--- src/rtl/grid_frame_presenter_if.sv ---
// Bundle of game-logic, welcome-screen and renderer signals around grid_frame_presenter.
// The presenter takes the slave side; the game logic and renderer side takes master.
interface grid_frame_presenter_if #(
  parameter int GRID_N    = 4,
  parameter int TILE_BITS = 4,
  parameter int IDX_W     = $clog2(GRID_N * GRID_N)
);
  localparam int T = GRID_N * GRID_N;

  logic                   vsync;
  logic [T*TILE_BITS-1:0] grid_next;
  logic [T*TILE_BITS-1:0] welcome_grid;
  logic                   start;
  logic                   restart;
  logic                   added_valid;
  logic [IDX_W-1:0]       added_index;
  logic [T*TILE_BITS-1:0] grid_out;
  logic                   frame_strobe;
  logic                   in_welcome;
  logic [T-1:0]           new_tiles;
  logic [T-1:0]           merged_tiles;
  logic [T-1:0]           blink;

  modport master (
    output vsync, grid_next, welcome_grid, start, restart, added_valid, added_index,
    input  grid_out, frame_strobe, in_welcome, new_tiles, merged_tiles, blink
  );

  modport slave (
    input  vsync, grid_next, welcome_grid, start, restart, added_valid, added_index,
    output grid_out, frame_strobe, in_welcome, new_tiles, merged_tiles, blink
  );
endinterface

--- src/rtl/grid_frame_presenter.sv ---
// Frame-synchronous grid latch, welcome/play mode machine and per-tile flash timers.
// Define GRID_PRESENTER_MERGE_FX_EN to add the promotion (merge) flash.
module grid_frame_presenter #(
  parameter int GRID_N       = 4,
  parameter int TILE_BITS    = 4,
  parameter int FLASH_FRAMES = 25,
  parameter int CNT_W        = 5,
  parameter int IDX_W        = $clog2(GRID_N * GRID_N)
) (
  input  logic                  clk,
  input  logic                  reset,
  grid_frame_presenter_if.slave bus
);
  localparam int T = GRID_N * GRID_N;
  localparam logic [CNT_W-1:0] FLASH_LD = CNT_W'(FLASH_FRAMES);

  typedef enum logic {S_WELCOME, S_PLAY} state_t;

  state_t                 r_state;
  logic                   r_vsync_prev;
  logic                   r_armed;
  logic                   r_frame_strobe;
  logic                   r_in_welcome;
  logic [T*TILE_BITS-1:0] r_grid_out;
  logic [CNT_W-1:0]       r_cnt [T];
  logic [T-1:0]           r_new;
  logic [T-1:0]           r_blink;

  logic                   w_edge;
  logic                   w_add_ok;
  logic [T-1:0]           w_hit;
  logic [CNT_W-1:0]       w_cnt_nxt [T];

  // r_armed blocks a false edge when vsync is already high coming out of reset
  assign w_edge   = bus.vsync & ~r_vsync_prev & r_armed;
  assign w_add_ok = bus.added_valid && (int'(bus.added_index) < T);

`ifdef GRID_PRESENTER_MERGE_FX_EN
  logic [T-1:0] r_kind;
  logic [T-1:0] r_merged;
  logic [T-1:0] w_kind_nxt;
  logic [T-1:0] w_prom;

  always_comb begin
    w_prom = '0;
    for (int i = 0; i < T; i++) begin
      w_prom[i] = w_edge &&
                  (r_grid_out[i*TILE_BITS +: TILE_BITS] != '0) &&
                  (bus.grid_next[i*TILE_BITS +: TILE_BITS] > r_grid_out[i*TILE_BITS +: TILE_BITS]);
    end
  end
`endif

  // Per-tile next count: restart/welcome clear, then spawn load, promotion load, decrement
  always_comb begin
    w_hit = '0;
`ifdef GRID_PRESENTER_MERGE_FX_EN
    w_kind_nxt = r_kind;
`endif
    for (int i = 0; i < T; i++) begin
      w_hit[i]     = w_add_ok && (int'(bus.added_index) == i);
      w_cnt_nxt[i] = r_cnt[i];
      if (r_state != S_PLAY || bus.restart) begin
        w_cnt_nxt[i] = '0;
`ifdef GRID_PRESENTER_MERGE_FX_EN
        w_kind_nxt[i] = 1'b0;
`endif
      end else if (w_hit[i]) begin
        w_cnt_nxt[i] = FLASH_LD;
`ifdef GRID_PRESENTER_MERGE_FX_EN
        w_kind_nxt[i] = 1'b0;
      end else if (w_prom[i]) begin
        w_cnt_nxt[i]  = FLASH_LD;
        w_kind_nxt[i] = 1'b1;
`endif
      end else if (w_edge && r_cnt[i] != '0) begin
        w_cnt_nxt[i] = r_cnt[i] - 1'b1;
      end
    end
  end

  always_ff @(posedge clk or posedge reset) begin
    if (reset) begin
      r_state        <= S_WELCOME;
      r_vsync_prev   <= 1'b0;
      r_armed        <= 1'b0;
      r_frame_strobe <= 1'b0;
      r_in_welcome   <= 1'b1;
      r_grid_out     <= '0;
      r_new          <= '0;
      r_blink        <= '0;
      for (int i = 0; i < T; i++) r_cnt[i] <= '0;
`ifdef GRID_PRESENTER_MERGE_FX_EN
      r_kind         <= '0;
      r_merged       <= '0;
`endif
    end else begin
      r_vsync_prev   <= bus.vsync;
      r_armed        <= r_armed | ~bus.vsync;
      r_frame_strobe <= w_edge;

      case (r_state)
        S_WELCOME: begin
          if (w_edge) begin
            r_grid_out <= bus.welcome_grid;
            if (bus.start) begin
              r_state      <= S_PLAY;
              r_in_welcome <= 1'b0;
            end
          end
        end
        S_PLAY: begin
          if (bus.restart) begin
            r_state      <= S_WELCOME;
            r_in_welcome <= 1'b1;
          end else if (w_edge) begin
            r_grid_out <= bus.grid_next;
          end
        end
        default: begin
          r_state      <= S_WELCOME;
          r_in_welcome <= 1'b1;
        end
      endcase

      for (int i = 0; i < T; i++) begin
        r_cnt[i]   <= w_cnt_nxt[i];
        r_blink[i] <= w_cnt_nxt[i][1];
`ifdef GRID_PRESENTER_MERGE_FX_EN
        r_new[i]    <= (w_cnt_nxt[i] != '0) & ~w_kind_nxt[i];
        r_merged[i] <= (w_cnt_nxt[i] != '0) &  w_kind_nxt[i];
`else
        r_new[i]    <= (w_cnt_nxt[i] != '0);
`endif
      end
`ifdef GRID_PRESENTER_MERGE_FX_EN
      r_kind <= w_kind_nxt;
`endif
    end
  end

  assign bus.grid_out     = r_grid_out;
  assign bus.frame_strobe = r_frame_strobe;
  assign bus.in_welcome   = r_in_welcome;
  assign bus.new_tiles    = r_new;
  assign bus.blink        = r_blink;
`ifdef GRID_PRESENTER_MERGE_FX_EN
  assign bus.merged_tiles = r_merged;
`else
  assign bus.merged_tiles = '0;
`endif
endmodule

--- src/flat_wrapper.sv ---
// flat-port wrapper written by rule: the top's interface ports become plain ports
module grid_frame_presenter_flat 
#(
  parameter int GRID_N       = 4,
  parameter int TILE_BITS    = 4,
  parameter int FLASH_FRAMES = 25,
  parameter int CNT_W        = 5,
  parameter int IDX_W        = $clog2(GRID_N * GRID_N)
)
  (clk, reset, bus_vsync, bus_grid_next, bus_welcome_grid, bus_start, bus_restart, bus_added_valid, bus_added_index, bus_grid_out, bus_frame_strobe, bus_in_welcome, bus_new_tiles, bus_merged_tiles, bus_blink);
  grid_frame_presenter_if #(.GRID_N(GRID_N), .TILE_BITS(TILE_BITS), .IDX_W(IDX_W)) bus_i ();
  input  logic clk;
  input  logic reset;
  input wire logic [$bits(bus_i.vsync)-1:0] bus_vsync;
  input wire logic [$bits(bus_i.grid_next)-1:0] bus_grid_next;
  input wire logic [$bits(bus_i.welcome_grid)-1:0] bus_welcome_grid;
  input wire logic [$bits(bus_i.start)-1:0] bus_start;
  input wire logic [$bits(bus_i.restart)-1:0] bus_restart;
  input wire logic [$bits(bus_i.added_valid)-1:0] bus_added_valid;
  input wire logic [$bits(bus_i.added_index)-1:0] bus_added_index;
  output wire logic [$bits(bus_i.grid_out)-1:0] bus_grid_out;
  output wire logic [$bits(bus_i.frame_strobe)-1:0] bus_frame_strobe;
  output wire logic [$bits(bus_i.in_welcome)-1:0] bus_in_welcome;
  output wire logic [$bits(bus_i.new_tiles)-1:0] bus_new_tiles;
  output wire logic [$bits(bus_i.merged_tiles)-1:0] bus_merged_tiles;
  output wire logic [$bits(bus_i.blink)-1:0] bus_blink;
  assign bus_i.vsync = bus_vsync;
  assign bus_i.grid_next = bus_grid_next;
  assign bus_i.welcome_grid = bus_welcome_grid;
  assign bus_i.start = bus_start;
  assign bus_i.restart = bus_restart;
  assign bus_i.added_valid = bus_added_valid;
  assign bus_i.added_index = bus_added_index;
  assign bus_grid_out = bus_i.grid_out;
  assign bus_frame_strobe = bus_i.frame_strobe;
  assign bus_in_welcome = bus_i.in_welcome;
  assign bus_new_tiles = bus_i.new_tiles;
  assign bus_merged_tiles = bus_i.merged_tiles;
  assign bus_blink = bus_i.blink;
  grid_frame_presenter #(.GRID_N(GRID_N), .TILE_BITS(TILE_BITS), .FLASH_FRAMES(FLASH_FRAMES), .CNT_W(CNT_W), .IDX_W(IDX_W)) u_core (.clk(clk), .reset(reset), .bus(bus_i));
endmodule
--- config.mk ---
export PLATFORM = sky130hd
export DESIGN_NAME = grid_frame_presenter_flat
export DESIGN_NICKNAME = d
export VERILOG_FILES = /design/src/rtl/grid_frame_presenter_if.sv /design/src/rtl/grid_frame_presenter.sv /design/src/flat_wrapper.sv
export SDC_FILE = /design/constraint.sdc
export NUM_CORES = 1
export LEC_CHECK = 0
export CORE_AREA = 3 3 171 173
export CTS_CLUSTER_DIAMETER = 150
export DETAILED_ROUTE_END_ITERATION = 10
export DIE_AREA = 0 0 174 176
export GPL_TIMING_DRIVEN = 0
export SETUP_SLACK_MARGIN = 0.05
export SYNTH_ARGS = -nofsm -noshare
export SYNTH_HDL_FRONTEND = slang
export SYNTH_SLANG_ARGS = --single-unit
--- constraint.sdc ---
create_clock -name clk -period 6 [get_ports clk]
set_clock_uncertainty 0.1 [all_clocks]
set_input_delay 1.8 -clock clk [delete_from_list [all_inputs] [get_ports clk]]
set_output_delay 1.8 -clock clk [all_outputs]
set_load 0.005 [all_outputs]
==> results.sh <==
export IMPL_status="finished clean"
export IMPL_seq_power_share_pct=43.4
export IMPL_h_tree_depth=4
export IMPL_clock_latency_ps=430
export IMPL_hpwlAfterDp_um=21500
export IMPL_p_per_area_mw_per_mm2=242
export IMPL_path_buf_inv=5
export IMPL_wl_met2_um=13800
export IMPL_hold_path_class="reg2reg"
export IMPL_antenna_diode_count=0
export IMPL_period_share_pct=66.4
export IMPL_p_int_mw=2.07
export IMPL_cp_common_cell="clkbuf_1"
export IMPL_synth_edf_count=0
export IMPL_synthCells=839
export IMPL_final_common_cell="clkdlybuf4s50_1"
export IMPL_syn_area_mm2=0.00828
export IMPL_cts_root_buf="clkbuf_16"
export IMPL_r2r_start="u_core.r_state"
export IMPL_rows=61
export IMPL_cts_buffers=17
export IMPL_rsz0062_at_grt="false"
export IMPL_grtUsageTotal_pct=18.3
export IMPL_dr_pass1_iters=5
export IMPL_gp_congestion=0.827
export IMPL_synthFlopType="dfrtp_1"
export IMPL_setup_viol=0
export IMPL_cts_buffer_depth=2
export IMPL_drive_gt1_share_pct=8.80
export IMPL_grt_max_degree=39
export IMPL_drt_first_iter_violations=438
export IMPL_cts_setup_buffers=0
export IMPL_leakage_nw=4.84
export IMPL_sw_frac_of_total_pct=27.6
export IMPL_critical_path_class="in2reg"
export IMPL_cts_resized=0
export IMPL_critPathRequiredTime_ps=6170
export IMPL_cp_cell_sequence="clkdlybuf4s50_1 -> nand2b_1 -> buf_2 -> buf_6 -> clkbuf_1 -> clkbuf_1 -> nor3_1"
export IMPL_drv_cap=0
export IMPL_drcViolationCount=0
export IMPL_holdBufCountCts=0
export IMPL_clk_pin_slew_ps=70
export IMPL_hp_start="u_core.bus.grid_out[2]"
export IMPL_start_util_pct=29.8
export IMPL_overflow=0
export IMPL_dp_cells=1471
export IMPL_ys_types=41
export IMPL_p_sw_uw=790
export IMPL_layout_nets=1266
export IMPL_final_cell_mix="clkdlybuf4s50_1, dfrtp_1, nand2_1"
export IMPL_arrival_ps=4160
export IMPL_fin_cells=1503
export IMPL_clkSinkCount=165
export IMPL_die_h_um=176
export IMPL_highest_signal_layer="met4"
export IMPL_wirelength_um=28100
export IMPL_die_x_um=174
export IMPL_endpoint_kind="flop"
export IMPL_wl_met1_um=11400
export IMPL_fmax_mhz=251
export IMPL_max_slew_margin_pct=43.7
export IMPL_wl_met3_um=2380
export IMPL_cp_top_family="buffers and inverters"
export IMPL_ys_seq_elements=165
export IMPL_worstSetupStartpoint="bus_restart"
export IMPL_p_comb_share_pct=18.3
export IMPL_ios=252
export IMPL_crit_fanout=10
export IMPL_portBuffers=235
export IMPL_slowest_stage="clkbuf_1"
export IMPL_finalSetupTns_ps=0
export IMPL_slew_violations=0
export IMPL_area_growth_pct=42.8
export IMPL_async_reset_ff_share_pct=100
export IMPL_via_count=7271
export IMPL_dp_slack_ps=1560
export IMPL_grt_pass1_wl_um=43200
export IMPL_worst_slew_pin_slew_ps=845
export IMPL_yosys_warnings=0
export IMPL_cts_tree="yes"
export IMPL_worst_slack_ps=2010
export IMPL_grt_pass1_vias=7440
export IMPL_postSynthAreaPerCell_um2=9.87
export IMPL_ys_seq_area_share_pct=49.9
export IMPL_core_mm2=0.0278
export IMPL_cpPeakStageDelay_ps=630
export IMPL_finalHoldViolCount=0
export IMPL_antenna_found_initial=1
export IMPL_wl_per_cell_um=18.7
export IMPL_p_clk_share_pct=38.3
export IMPL_vias_per_cell=4.84
export IMPL_irDropWorstVdd_v=0.000142
export IMPL_cp_start_kind="primary input"
export IMPL_die_area_mm2=0.0306
export IMPL_ant_nets=0
export IMPL_post_route_min_period_ps=3990
[cells in the mapped netlist (all sizes together) (26+ instances only)]
| library cell | n | area (um2) |
|---|---|---|
| a21oi | 61 | 305 |
| nand2 | 93 | 349 |
| nor2 | 52 | 195 |
| mux2i | 66 | 661 |
| o21ai | 65 | 325 |
| buf | 47 | 328 |
| nor3 | 46 | 230 |
| xnor2 | 28 | 245 |
| clkbuf | 26 | 97.6 |
| dfrtp | 164 | 4100 |
| inv | 34 | 130 |
[layout make-up]
| type | instances | area (um2) |
|---|---|---|
| clock buffer | 18 | 429 |
| tap | 378 | 473 |
| inverter | 34 | 134 |
| buffer | 73 | 425 |
| fill | 2719 | 16000 |
| clock inverter | 14 | 150 |
| multi-input combinational | 582 | 3650 |
| timing repair buffer | 239 | 2430 |
| sequential | 165 | 4130 |
[path summary, 6_finish.rpt]
path,endpoint,slack [ps],depth (start not counted)
worst min register to register,u_core.bus.grid_out[2],380,2
worst max register to register,u_core.r_cnt[51],3440,7
worst max-delay path,u_core.r_cnt[51],2010,7
worst min-delay path,u_core.bus.grid_out[2],380,2
min in group asynchronous,u_core.bus.grid_out[6],1730,2
max in group asynchronous,u_core.r_cnt[24],2980,5
[tightest hold or removal path, stage by stage (launching register included)]
cell	delay, ps
dfrtp_1	340
nand2_1	40
o21ai_0	60
[sequential cells by signal, summed over array words and instances, names as in the netlist]
signal and count:
u_core.r_vsync_prev 1, u_core.bus.in_welcome 1, u_core.bus.new_tiles 16, u_core.bus.frame_strobe 1, u_core.r_state 1, u_core.r_armed 1, u_core.bus.grid_out 64, u_core.r_cnt 80
[power by group through the flow]
| stage | Clock [mW] | Combinational, mW | Sequential, mW |
|---|---|---|---|
| global placement | 0 | 0.522 | 1.26 |
| global route | 1.17 | 0.575 | 1.25 |
| detailed placement | 0 | 0.530 | 1.26 |
| CTS | 1.12 | 0.532 | 1.24 |
| finish | 1.09 | 0.525 | 1.24 |
| floorplan | 0 | 0.177 | 1.26 |
[cells by family (layout without fill, tap and decap cells)]
group | Yosys count | count (layout) | synth area share (%)
buffers and inverters | 107 | 378 | 6.71
DFF | 165 | 165 | 49.9
AOI/OAI and AO/OA | 168 | 168 | 11.3
xor gates and xnor gates | 29 | 29 | 3.07
and+or+nand+nor | 278 | 278 | 17.4
adders and majority gates | 16 | 16 | 2.42
other | 1 | 16 | 0.0453
muxes | 75 | 75 | 9.20
[per-stage QoR]
stage	util (%)	hold slack [ps]	area (um2)	total power [mW]
after floorplan	-	373	8340	1.44
after global placement	40.2	361	11200	1.78
after detailed placement	40.5	369	11200	1.79
after CTS	42.6	386	11800	2.90
after global routing	42.6	407	11800	2.99
final	42.6	377	11800	2.86
[layer usage]
layer	GRT usage, %	vias up
li1	-	3467
met1	21.6	3504
met2	31.7	269
met3	6.39	31
met4	4.89	0
met5	0	-
Power figures use the tool's default switching activity.
==> patch 1, RTL diff (config.mk and constraints unchanged) <==
`CNT_W` is set to 5 in 2 places; all go to 10.
--- a/src/rtl/grid_frame_presenter.sv
+++ b/src/rtl/grid_frame_presenter.sv
@@ -5,5 +5,5 @@
   parameter int TILE_BITS    = 4,
   parameter int FLASH_FRAMES = 25,
-  parameter int CNT_W        = 5,
+  parameter int CNT_W        = 10,
   parameter int IDX_W        = $clog2(GRID_N * GRID_N)
 ) (
--- a/src/flat_wrapper.sv
+++ b/src/flat_wrapper.sv
@@ -5,5 +5,5 @@
   parameter int TILE_BITS    = 4,
   parameter int FLASH_FRAMES = 25,
-  parameter int CNT_W        = 5,
+  parameter int CNT_W        = 10,
   parameter int IDX_W        = $clog2(GRID_N * GRID_N)
 )
Behaviour: no difference found for any inputs over 4 cycles, from zero or initial values and one cycle with reset high; that may be too few to reach the edited logic, so the function may still have changed.
==> patch 1 against the original RTL <==
Largest power group is now clock. Worst setup slack got worse by 0.91 ns. Sequential cell count up 80. Sequential share of layout area barely moved. Area after synthesis is 63% higher. Cell area rose by 48%. Power increased by 49%. Non-clock buffer count up 14. Routed wire length rose by 40%.
==> patch 1: results (changes against the original RTL) <==
clocking:
  htreeDepth: 1  # -3
  worstSkewPairLatency_ns: 0.55  # +0.12 ns
  cts_buffer_depth: 3  # +1
place:
  dp_hpwl_um: 29100  # +36%
  gp_congestion: 0.884  # +6.9%
  dp_cells: 2111  # +44%
setup_path:
  worst_ep_arrival_time_ns: 5.17  # +1.01 ns
  cp_slowest_cell: "buf_1"
  worst_path_largest_cell_delay_ns: 0.58  # -0.05 ns
global_route:
  grt_pass1_wl_um: 63200  # +46%
  antenna_found_initial: 0  # -1
  grt_max_degree: 43  # +10%
  grt_pass1_vias: 12000  # +62%
timing:
  slew_headroom_pct: 30.2  # -13 points
finish:
  regArea_mm2: 0.00613  # +48%
  fill_cells: 2461  # -9.5%
  nNetsFinal: 1919  # +52%
  drive_above_1_share_pct: 7.10  # -1.7 points
  largest_reg_flops: 160  # +100%
  final_cell_count_no_fill: 2166  # +44%
synthesis:
  synthDistinctLibCells: 72  # +76%
  synth-seq-area-share_pct: 45.5  # -4.3 points
run_status:
  outcome: "completed"
pwr:
  ir_drop_mv: 0.179  # +26%
  p_leak_nw: 7.31  # +51%
route:
  drtIter0Drc: 766  # +75%
  avgRoutedWirePerCell_um: 18.1  # -3.0%
patch 1: changes by cell type after synthesis, sizes merged, moves of 22 or more:
cell | unedited run | this run
mux2i | 66 | 95
a31oi | 17 | 44
dfrtp | 164 | 244
nor2 | 52 | 184
nand3 | 6 | 45
nor4 | 2 | 24
xor2 | 1 | 32
nand2 | 93 | 163
patch 1: layout make-up:
cell class / count / share of cell area, %
Sequential cell: 245 / 35.0
Timing Repair Buffer: 242 / 14.2
Clock buffer: 42 / 5.00
Multi-Input combinational cell: 1111 / 38.3
Clock inverter: 13 / 0.977
Inverter: 51 / 1.11
Buffer: 84 / 2.79
Tap cell: 378 / 2.70
patch 1: final timing paths:
| kind | start | to | slack (ns) | cells past startpoint |
|---|---|---|---|---|
| max | bus_vsync | u_core.bus.new_tiles[4]$_DFF_PP0_ | 1.11 | 11 |
| max in group asynchronous | reset | u_core.bus.in_welcome$_DFFE_PP1P_ | 3.35 | 5 |
| max reg2reg | u_core.r_vsync_prev$_DFF_PP0_ | u_core.bus.new_tiles[4]$_DFF_PP0_ | 2.38 | 9 |
| min reg2reg | u_core.bus.grid_out[62]$_DFFE_PP0P_ | u_core.bus.grid_out[62]$_DFFE_PP0P_ | 0.38 | 2 |
| min | u_core.bus.grid_out[62]$_DFFE_PP0P_ | u_core.bus.grid_out[62]$_DFFE_PP0P_ | 0.38 | 2 |
| min in group asynchronous | reset | u_core.bus.grid_out[11]$_DFFE_PP0P_ | 1.48 | 2 |
patch 1: cell families after synthesis:
logic type	share of synthesized area, %
simple gates	22.4
compound gates	13.3
flops	45.5
buf+inv	5.05
mux	7.48
xor+xnor	4.75
fa+ha+maj	1.49
other cells	0.0278
patch 1: critical path, delay by kind of cell:
kind | cells | cell delay [ns]
buf+inv | 6 | 2.31
simple gates | 2 | 0.57
compound gates | 3 | 0.48
patch 1: report_power, final:
group	leakage, nW	switching [mW]	total [mW]	internal, mW
registers	3.31	0.0492	1.78	1.74
clock network	0.520	0.711	1.90	1.19
logic	3.48	0.284	0.598	0.315
patch 1: layer usage:
| layer | track usage (%) | part of all wire [%] | wire [µm] |
|---|---|---|---|
| met1 | 32.0 | 41 | 16100 |
| met2 | 43.7 | 49 | 19100 |
| met3 | 5.55 | 7.6 | 2970 |
| met4 | 7.44 | 2.8 | 1080 |
| met5 | 0 | 0 | 0 |
==> patch 2, RTL diff (same flow settings) <==
Made on the original files. The option `GRID_PRESENTER_MERGE_FX_EN` is turned on by a define.
--- a/src/rtl/grid_frame_presenter.sv
+++ b/src/rtl/grid_frame_presenter.sv
@@ -1,4 +1,6 @@
 // Frame-synchronous grid latch, welcome/play mode machine and per-tile flash timers.
 // Define GRID_PRESENTER_MERGE_FX_EN to add the promotion (merge) flash.
+`define GRID_PRESENTER_MERGE_FX_EN
+
 module grid_frame_presenter #(
   parameter int GRID_N       = 4,
Formal check against the unedited RTL: not equivalent (a bounded check fails within 10 cycles, from zero or initial values and one cycle with reset high).
==> patch 2 against the original RTL <==
Die area did not move. Sequential cell count is 32 higher. Routed wire length rose by 35%. Area after synthesis grew 45%. Power increased by 24%. Synthesized cell count rose by 57%. Sequential power is 23% higher. Worst setup slack got worse by 0.068 ns. Cell area increased by 32%. Largest power group unchanged.
==> patch 2: results (changes against the original RTL) <==
place:
  gp_congestion: 0.884  # +6.8%
  numPortBuffers: 251  # +6.8%
  dp_hpwl_um: 28800  # +34%
  placed_area_mm2: 0.0151  # +34%
route:
  drtIter0Drc: 653  # +49%
  vias: 10800  # +48%
  dr.pass1.iters: 5  # unchanged
  avgRoutedWirePerCell_um: 19.1  # +2.1%
synthesis:
  yosys-top-cells-count: "dfrtp_1, a21oi_1, nor2_1"
  synth-seq-area-share_pct: 41.1  # -8.8 points
  synth_compound_area_share_pct: 16.4  # +5.0 points
  yosys.area_share.xor_xnor_pct: 2.99  # -0.075 points
  synth.area.top_cells: "dfrtp_1, ha_1, a21oi_1, mux2i_1, nor2_1"
  synthDistinctLibCells: 68  # +66%
  synth_warnings: 0  # unchanged
  synthArstFlopShare_pct: 100  # unchanged
  synth_mux_area_share_pct: 6.02  # -3.2 points
  syn-num-nets: 1532
  synthAdderAreaFrac_pct: 8.34  # +5.9 points
  synth.most_common_cell: "dfrtp_1"
clocking:
  worstSkewPairLatency_ns: 0.44
  root_buffer: "clkbuf_16"
  clock_sinks: 197  # +19%
  htreeDepth: 4  # unchanged
  cts_resized: 0  # unchanged
  cts_buffers: 17  # unchanged
  cts.reportedPaths.clkPinSlew_ns: 0.08
  cts_setup_buffers: 0  # unchanged
  cts_buffer_depth: 2  # unchanged
timing:
  slew_headroom_pct: 35.5  # -8.2 points
global_route:
  grt_max_degree: 40  # +2.6%
  antenna_found_initial: 0  # -1
  grt.total_usage_pct: 24.9  # +6.6 points
  grt_pass1_wl_um: 59900  # +39%
pwr:
  p_leak_nw: 6.90  # +43%
  ir_drop_mv: 0.191  # +35%
min_path:
  hold_path.class: "flip-flop to flip-flop"
finish:
  regMostFlops: "u_core.r_cnt"
  nNetsFinal: 1807  # +43%
  largest_reg_flops: 80  # unchanged
  drive_above_1_share_pct: 6.43  # -2.4 points
run_status:
  outcome: "completed"
setup_path:
  crit_path_max_fanout: 10  # unchanged
-- patch 2: changes by cell type after synthesis, sizes merged, moves of 25 or more --
cell / before / now
a21oi: 61 / 169
dfrtp: 164 / 196
nand2: 93 / 46
o21ai: 65 / 37
inv: 34 / 111
ha: 16 / 80
nor2b: 2 / 27
nor2: 52 / 138
-- patch 2: power by group --
| part | switching (mW) | leakage, nW | internal, mW | total, mW |
|---|---|---|---|---|
| Sequential | 0.0997 | 2.55 | 1.42 | 1.52 |
| Clock | 0.552 | 0.272 | 0.603 | 1.16 |
| Combinational | 0.438 | 4.09 | 0.447 | 0.885 |
-- patch 2: final cells by class --
type | count | area [µm²]
fillers | 2522 | 12100
inverters | 111 | 420
diodes | 1 | 2.50
plain buffers | 72 | 363
multi-input cells | 934 | 6290
well taps | 378 | 473
repair buffers | 256 | 2610
clock buffers | 20 | 457
clock inverters | 12 | 116
flip-flops and latches | 197 | 4930
-- patch 2: path summary, 6_finish.rpt --
kind                       depth (start not counted)                           from  slack, ns                                    to
max                                                8                      bus_vsync       1.95    u_core.bus.new_tiles[11]$_DFF_PP0_
min                                                1     u_core.r_kind[6]$_DFF_PP0_       0.42            u_core.r_kind[6]$_DFF_PP0_
max reg2reg                                        7  u_core.r_vsync_prev$_DFF_PP0_       3.46    u_core.bus.new_tiles[11]$_DFF_PP0_
min reg2reg                                        1     u_core.r_kind[6]$_DFF_PP0_       0.42            u_core.r_kind[6]$_DFF_PP0_
max in group asynchronous                          4                          reset       3.17            u_core.r_cnt[34]$_DFF_PP0_
min in group asynchronous                          2                          reset       1.72  u_core.bus.merged_tiles[6]$_DFF_PP0_
-- patch 2: stage by stage --
step	setup TNS (ns)	util [%]	setup WS, ns	instances	power (mW)
final	0	56.4	1.95	1981	3.56
after global routing	0	56.4	1.76	1980	3.75
after CTS	0	56.4	1.97	1980	3.58
after detailed placement	0	54.3	1.48	1948	2.43
after global placement	-41.35	54.0	-0.229	1943	2.41
after floorplan	0	-	1.55	1314	1.97
-- patch 2: logic make-up (layout without fill, tap and decap cells) --
family	after synthesis	in the layout
mux	72	72
other cells	0	1
xor+xnor	41	41
flops	197	197
buf+inv	183	471
fa+ha+maj	80	80
simple gates	422	422
compound gates	319	319
-- patch 2: metal layers --
metal,vias up,global-route usage (%),wire [µm]
li1,5242,-,-
met1,5100,33.1,16700
met2,352,40.4,17600
met3,67,5.66,2520
met4,0,8.18,993
met5,-,0,0
-- patch 2: worst max-delay path: stages --
cell	delay (ns)
clkdlybuf4s50_1	0.63
nand3b_2	0.14
inv_2	0.19
buf_2	0.35
nand3_1	0.11
a21oi_1	0.57
o21ai_0	0.25
nor3b_1	0.19
